$ cat src/rtl/mem_port_arbiter.sv
// Round-robin arbiter sharing one 128-bit line port between the I-cache (fills)
// and the D-cache (fills and write-backs); one transaction in flight at a time.
module mem_port_arbiter #(
  parameter int ADDR_W = 28,
  parameter int DATA_W = 128
) (
  input  logic              clk,
  input  logic              rst_n,
  input  logic              i_mem_read,
  input  logic [ADDR_W-1:0] i_mem_addr,
  output logic [DATA_W-1:0] i_mem_rdata,
  output logic              i_mem_ready,
  input  logic              d_mem_read,
  input  logic              d_mem_write,
  input  logic [ADDR_W-1:0] d_mem_addr,
  input  logic [DATA_W-1:0] d_mem_wdata,
  output logic [DATA_W-1:0] d_mem_rdata,
  output logic              d_mem_ready,
  output logic              mem_read,
  output logic              mem_write,
  output logic [ADDR_W-1:0] mem_addr,
  output logic [DATA_W-1:0] mem_wdata,
  input  logic [DATA_W-1:0] mem_rdata,
  input  logic              mem_ready,
  output logic [1:0]        dbg_state_o
);

  // Handshake: a cache holds its request level until its *_mem_ready pulse and
  // drops it the cycle after; the memory holds mem_ready off until the strobed
  // op is done, and the strobes stay stable through the mem_ready cycle.
  typedef enum logic [1:0] {
    S_IDLE = 2'd0,
    S_BUSY = 2'd1,
    S_RESP = 2'd2
  } state_e;

  state_e              state_q, state_d;
  logic                last_d_q, last_d_d;
  logic                owner_d_q, owner_d_d;
  logic                op_write_q, op_write_d;
  logic [ADDR_W-1:0]   addr_q, addr_d;
  logic [DATA_W-1:0]   wdata_q, wdata_d;
  logic [DATA_W-1:0]   i_rdata_q, i_rdata_d;
  logic [DATA_W-1:0]   d_rdata_q, d_rdata_d;
  logic                mem_read_q, mem_read_d;
  logic                mem_write_q, mem_write_d;
  logic                i_ready_q, i_ready_d;
  logic                d_ready_q, d_ready_d;
  logic                req_i, req_d, grant_d;

  assign req_i = i_mem_read;
  assign req_d = d_mem_read | d_mem_write;
  // D wins when it is the only requester or when I was granted last.
  assign grant_d = req_d & (~req_i | ~last_d_q);

  always_comb begin
    state_d    = state_q;
    last_d_d   = last_d_q;
    owner_d_d  = owner_d_q;
    op_write_d = op_write_q;
    addr_d     = addr_q;
    wdata_d    = wdata_q;
    i_rdata_d  = i_rdata_q;
    d_rdata_d  = d_rdata_q;
    case (state_q)
      S_IDLE: begin
        if (req_i | req_d) begin
          state_d    = S_BUSY;
          owner_d_d  = grant_d;
          last_d_d   = grant_d;
          op_write_d = grant_d & d_mem_write;
          addr_d     = grant_d ? d_mem_addr : i_mem_addr;
          wdata_d    = (grant_d & d_mem_write) ? d_mem_wdata : '0;
        end
      end
      S_BUSY: begin
        if (mem_ready) begin
          state_d = S_RESP;
          if (!op_write_q) begin
            if (owner_d_q) d_rdata_d = mem_rdata;
            else           i_rdata_d = mem_rdata;
          end
        end
      end
      S_RESP:  state_d = S_IDLE;
      default: state_d = S_IDLE;
    endcase
    // Registered outputs are computed from the next state so they line up with it.
    mem_read_d  = (state_d == S_BUSY) & ~op_write_d;
    mem_write_d = (state_d == S_BUSY) & op_write_d;
    i_ready_d   = (state_d == S_RESP) & ~owner_d_d;
    d_ready_d   = (state_d == S_RESP) & owner_d_d;
  end

  always_ff @(posedge clk or negedge rst_n) begin
    if (!rst_n) begin
      state_q     <= S_IDLE;
      last_d_q    <= 1'b1;
      owner_d_q   <= 1'b0;
      op_write_q  <= 1'b0;
      addr_q      <= '0;
      wdata_q     <= '0;
      i_rdata_q   <= '0;
      d_rdata_q   <= '0;
      mem_read_q  <= 1'b0;
      mem_write_q <= 1'b0;
      i_ready_q   <= 1'b0;
      d_ready_q   <= 1'b0;
    end else begin
      state_q     <= state_d;
      last_d_q    <= last_d_d;
      owner_d_q   <= owner_d_d;
      op_write_q  <= op_write_d;
      addr_q      <= addr_d;
      wdata_q     <= wdata_d;
      i_rdata_q   <= i_rdata_d;
      d_rdata_q   <= d_rdata_d;
      mem_read_q  <= mem_read_d;
      mem_write_q <= mem_write_d;
      i_ready_q   <= i_ready_d;
      d_ready_q   <= d_ready_d;
    end
  end

  assign mem_read    = mem_read_q;
  assign mem_write   = mem_write_q;
  assign mem_addr    = addr_q;
  assign mem_wdata   = wdata_q;
  assign i_mem_rdata = i_rdata_q;
  assign d_mem_rdata = d_rdata_q;
  assign i_mem_ready = i_ready_q;
  assign d_mem_ready = d_ready_q;
  assign dbg_state_o = state_q;

endmodule

$ cat config.mk
export PLATFORM = sky130hd
export DESIGN_NAME = mem_port_arbiter
export DESIGN_NICKNAME = d
export VERILOG_FILES = /design/src/rtl/mem_port_arbiter.sv
export SDC_FILE = /design/constraint.sdc
export NUM_CORES = 1
export LEC_CHECK = 0
export CORE_AREA = 2 2 285 287
export CTS_BUF_LIST = sky130_fd_sc_hd__clkbuf_4
export CTS_CLUSTER_DIAMETER = 150
export DETAILED_ROUTE_END_ITERATION = 12
export DIE_AREA = 0 0 287 289
export PLACE_DENSITY = 0.47
export SETUP_SLACK_MARGIN = 0.02
export SLEW_MARGIN = 5
export SYNTH_ARGS = -nofsm -noshare
export SYNTH_HDL_FRONTEND = slang
export SYNTH_SLANG_ARGS = --single-unit
$ cat constraint.sdc
create_clock -name clk -period 2.35 [get_ports clk]
set_input_delay 0.5875 -clock clk [delete_from_list [all_inputs] [get_ports clk]]
set_output_delay 0.5875 -clock clk [all_outputs]
set_load 0.01 [all_outputs]
==> out/qor.csv <==
stage,metric,value,unit
clocking,clock buffer count from CTS,133,
final_layout,cell area after layout,27900,µm²
power,PwrDens,1240,nW/µm²
synth,largest family of logic cells by synthesized area,multiplexers,
timing,fin worst setup slack,0.210,ns
synth,Synth cell types,26,
place,placed instance area,26500,µm²
timing,Least-Margin Pin Slew,0.437,ns
drt,first-pass detailed-route iteration total,4,
clocking,clk root buf,clkbuf_4,
synth,top_reg_cell synth,dfrtp_1,
synth,average size of a mapped cell,14.3,µm²
final_layout,Final nets,2404,
drt,WL final,59600,µm
timing,max-slew violation count,0,
global_route,number of global-route vias before repair,14080,
final_layout,Area Overhead vs Synth,62.1,%
worst_setup_path,kind of cell adding the most delay to the critical path,flip-flops,
synth,Post-Syn Area,17200,µm²
worst_setup_path,crit path max fanout,2,
drt,Vias per Instance,3.94,
drt,initial DRC count,321,
timing,Rel. slew slack,70.9,%
worst_setup_path,startpoint types,register,
clocking,H-Tree Depth,4,
worst_setup_path,cell count along the critical path,1,
die,Die Ht,289,µm
power,Peak supply drop,0.392,mV
global_route,largest net degree at the start of global routing,76,
global_route,first-pass GRT wire length,87800,µm
drt,wire per inst,18.5,µm
timing,final setup fails,0,
clocking,Worst-path clk slew,0.06,ns
global_route,total global-route track usage,14.1,%
run_status,status,completed,
worst_setup_path,Crit-path slowest cell,dfrtp_1,
worst_setup_path,Worst EP arrival,1.55,ns
synth,"Seq/Total Area, Yosys",61.3,%
worst_setup_path,R2R cell count,6,
clocking,TritonCTS clock tree,yes,
final_layout,fillers,7985,
synth,syn nets,1518,
synth,ys async rst share,100,%
synth,post-synthesis xor/xnor area fraction,0,%
place,dpl ws,-0.187,ns
timing,maximum clock frequency,467,MHz
clocking,worst skew pair latency,0.92,ns
synth,post-synthesis mux area share,30.1,%
timing,final worst-path cycle share,91.1,%
worst_setup_path,CP Cell Sequence,dlygate4sd2_1,
worst_setup_path,CP required,1.76,ns
place,gpl congestion,0.777,
global_route,GRT overflow,0,
clocking,clock sinks,421,
synth,Synth Area in Simple Gates,3.24,%
timing,Worst Clk Skew,0.0713,ns
global_route,initial antenna violation count,6,
drt,DRT antenna net count,0,
final_layout,"Core Util, Final",34.9,%
timing,RSZ-0062 raised after global routing,false,
die,CORE AREA,79900,µm²
die,Starting Density,21.5,%
place,Cells after DPL,3007,
synth,Compound-Gate Fraction of Synth Area,0.400,%
worst_setup_path,Worst Path Buf+Inv,1,
timing,Fin. Hold Viols,0,
synth,Post-Synth Adder-Cell Area,0,%
power,Leakage Power,13.3,nW
worst_setup_path,Critical Path End Type,primary output,
die,# IOs,736,
hold_path,hold path cells,3,
synth,Cells after Synth,1200,
final_layout,Finished Layout Cells,3230,
final_layout,fraction of layout cells with a size suffix above 1,31.6,%
worst_setup_path,Worst path max stage delay,0.38,ns
drt,vias post-DR,12718,
hold_path,HP Class,in2reg,
flow_run,max cap viols,0,
die,Placement Rows,104,
place,half-perimeter wire length after placement,45200,µm
timing,crit path time final,2.14,ns
place,# port buffers,735,
synth,Syn. warnings,0,
synth,Post-synth EDFFs,0,
clocking,CTS Buffer Depth,3,
synth,#FFs+latches synth,421,
worst_setup_path,path type of the worst setup path,reg2out,
die,die width,287,µm
drt,DRC errors left,0,
die,Die ar.,82900,µm²
synthesized netlist by cell type (2+ instances only):
master | n | area [µm²]
buf_6 | 14 | 158
a22o_1 | 3 | 26.3
nand2b_1 | 2 | 12.5
buf_2 | 30 | 150
mux2_2 | 211 | 2380
nor2_1 | 2 | 7.51
mux2i_1 | 128 | 1280
nand2_1 | 128 | 480
dfrtp_1 | 420 | 10500
inv_1 | 129 | 484
clkbuf_1 | 19 | 71.3
mux2_4 | 100 | 1500
power breakdown:
group	switching, mW	total (mW)	leakage [nW]	internal (mW)
combinational	6.57	15.0	7.14	8.40
sequential	1.83	12.4	5.19	10.6
clock	3.34	7.24	0.948	3.90
flip-flops by register name, indices dropped and copies added, names as in the netlist:
name	cells
d_mem_rdata	128
d_mem_ready	1
dbg_state_o	2
i_mem_rdata	128
i_mem_ready	1
last_d_q	1
mem_addr	28
mem_read	1
mem_wdata	128
mem_write	1
op_write_q	1
owner_d_q	1
layout by cell type (no fill, tap or decap), drive strengths merged, types with 4 or more instances in the layout:
master         instances
mux2                 312
inv                  134
buf                  106
dfrtp                420
nand2                128
clkdlybuf4s50        316
clkbuf               192
diode                  7
clkdlybuf4s15        248
mux2i                128
clkinv                11
clkinvlp               4
dlygate4sd2          139
cell type report:
cell class	instances	area, µm²	area share, %
clock inverters	22	180	0.647
inverters	129	484	1.74
well taps	1060	1330	4.76
clock buffers	190	1430	5.12
flip-flops and latches	421	10500	37.8
repair buffers	814	8050	28.9
diodes	7	17.5	0.0629
multi-input cells	587	5840	21.0
worst paths after layout:
check,start,endpoint,slack (ns)
max in group asynchronous,rst_n,i_mem_rdata[29],0.75
min in group asynchronous,rst_n,d_mem_rdata[52],0.71
worst min register to register,d_mem_rdata[5],d_mem_rdata[5],0.50
worst max register to register,dbg_state_o[1],i_mem_rdata[36],0.45
worst min-delay path,d_mem_wdata[53],mem_wdata[53],0.21
worst max-delay path,i_mem_rdata[14],i_mem_rdata[14],0.21
layer usage:
layer / global-route usage [%] / up-vias / share of wire [%]
met5: 0 / - / 0.042
met4: 5.63 / 4 / 2.6
met3: 7.17 / 113 / 11
met2: 24.5 / 570 / 51
met1: 14.4 / 6202 / 36
li1: - / 5829 / -
logic make-up after synthesis:
kind of cell | count (synthesis)
buffers and inverters | 192
and+or+nand+nor | 138
muxes | 440
DFF | 421
AOI/OAI and AO/OA | 9
per-stage QoR:
step | total power [mW] | hold WS, ns | setup TNS [ns]
6_report | 34.6 | 0.213 | 0
3_3_place_gp | 29.5 | 0.480 | -34.97
5_1_grt | 37.0 | 0.0619 | 0
2_1_floorplan | 19.7 | 0.292 | 0
4_1_cts | 35.5 | 0.000534 | 0
3_5_place_dp | 29.7 | 0.491 | -33.93
repair_timing:
action / 4_1_cts / 5_1_grt
setup buffers: 1 / 0
endpoints found under the setup margin: 418 / 7
hold buffers: 3 / 0
endpoints found under the hold margin: 260 / 0
resized for setup: 807 / 7
(Power assumes the default switching activity.)
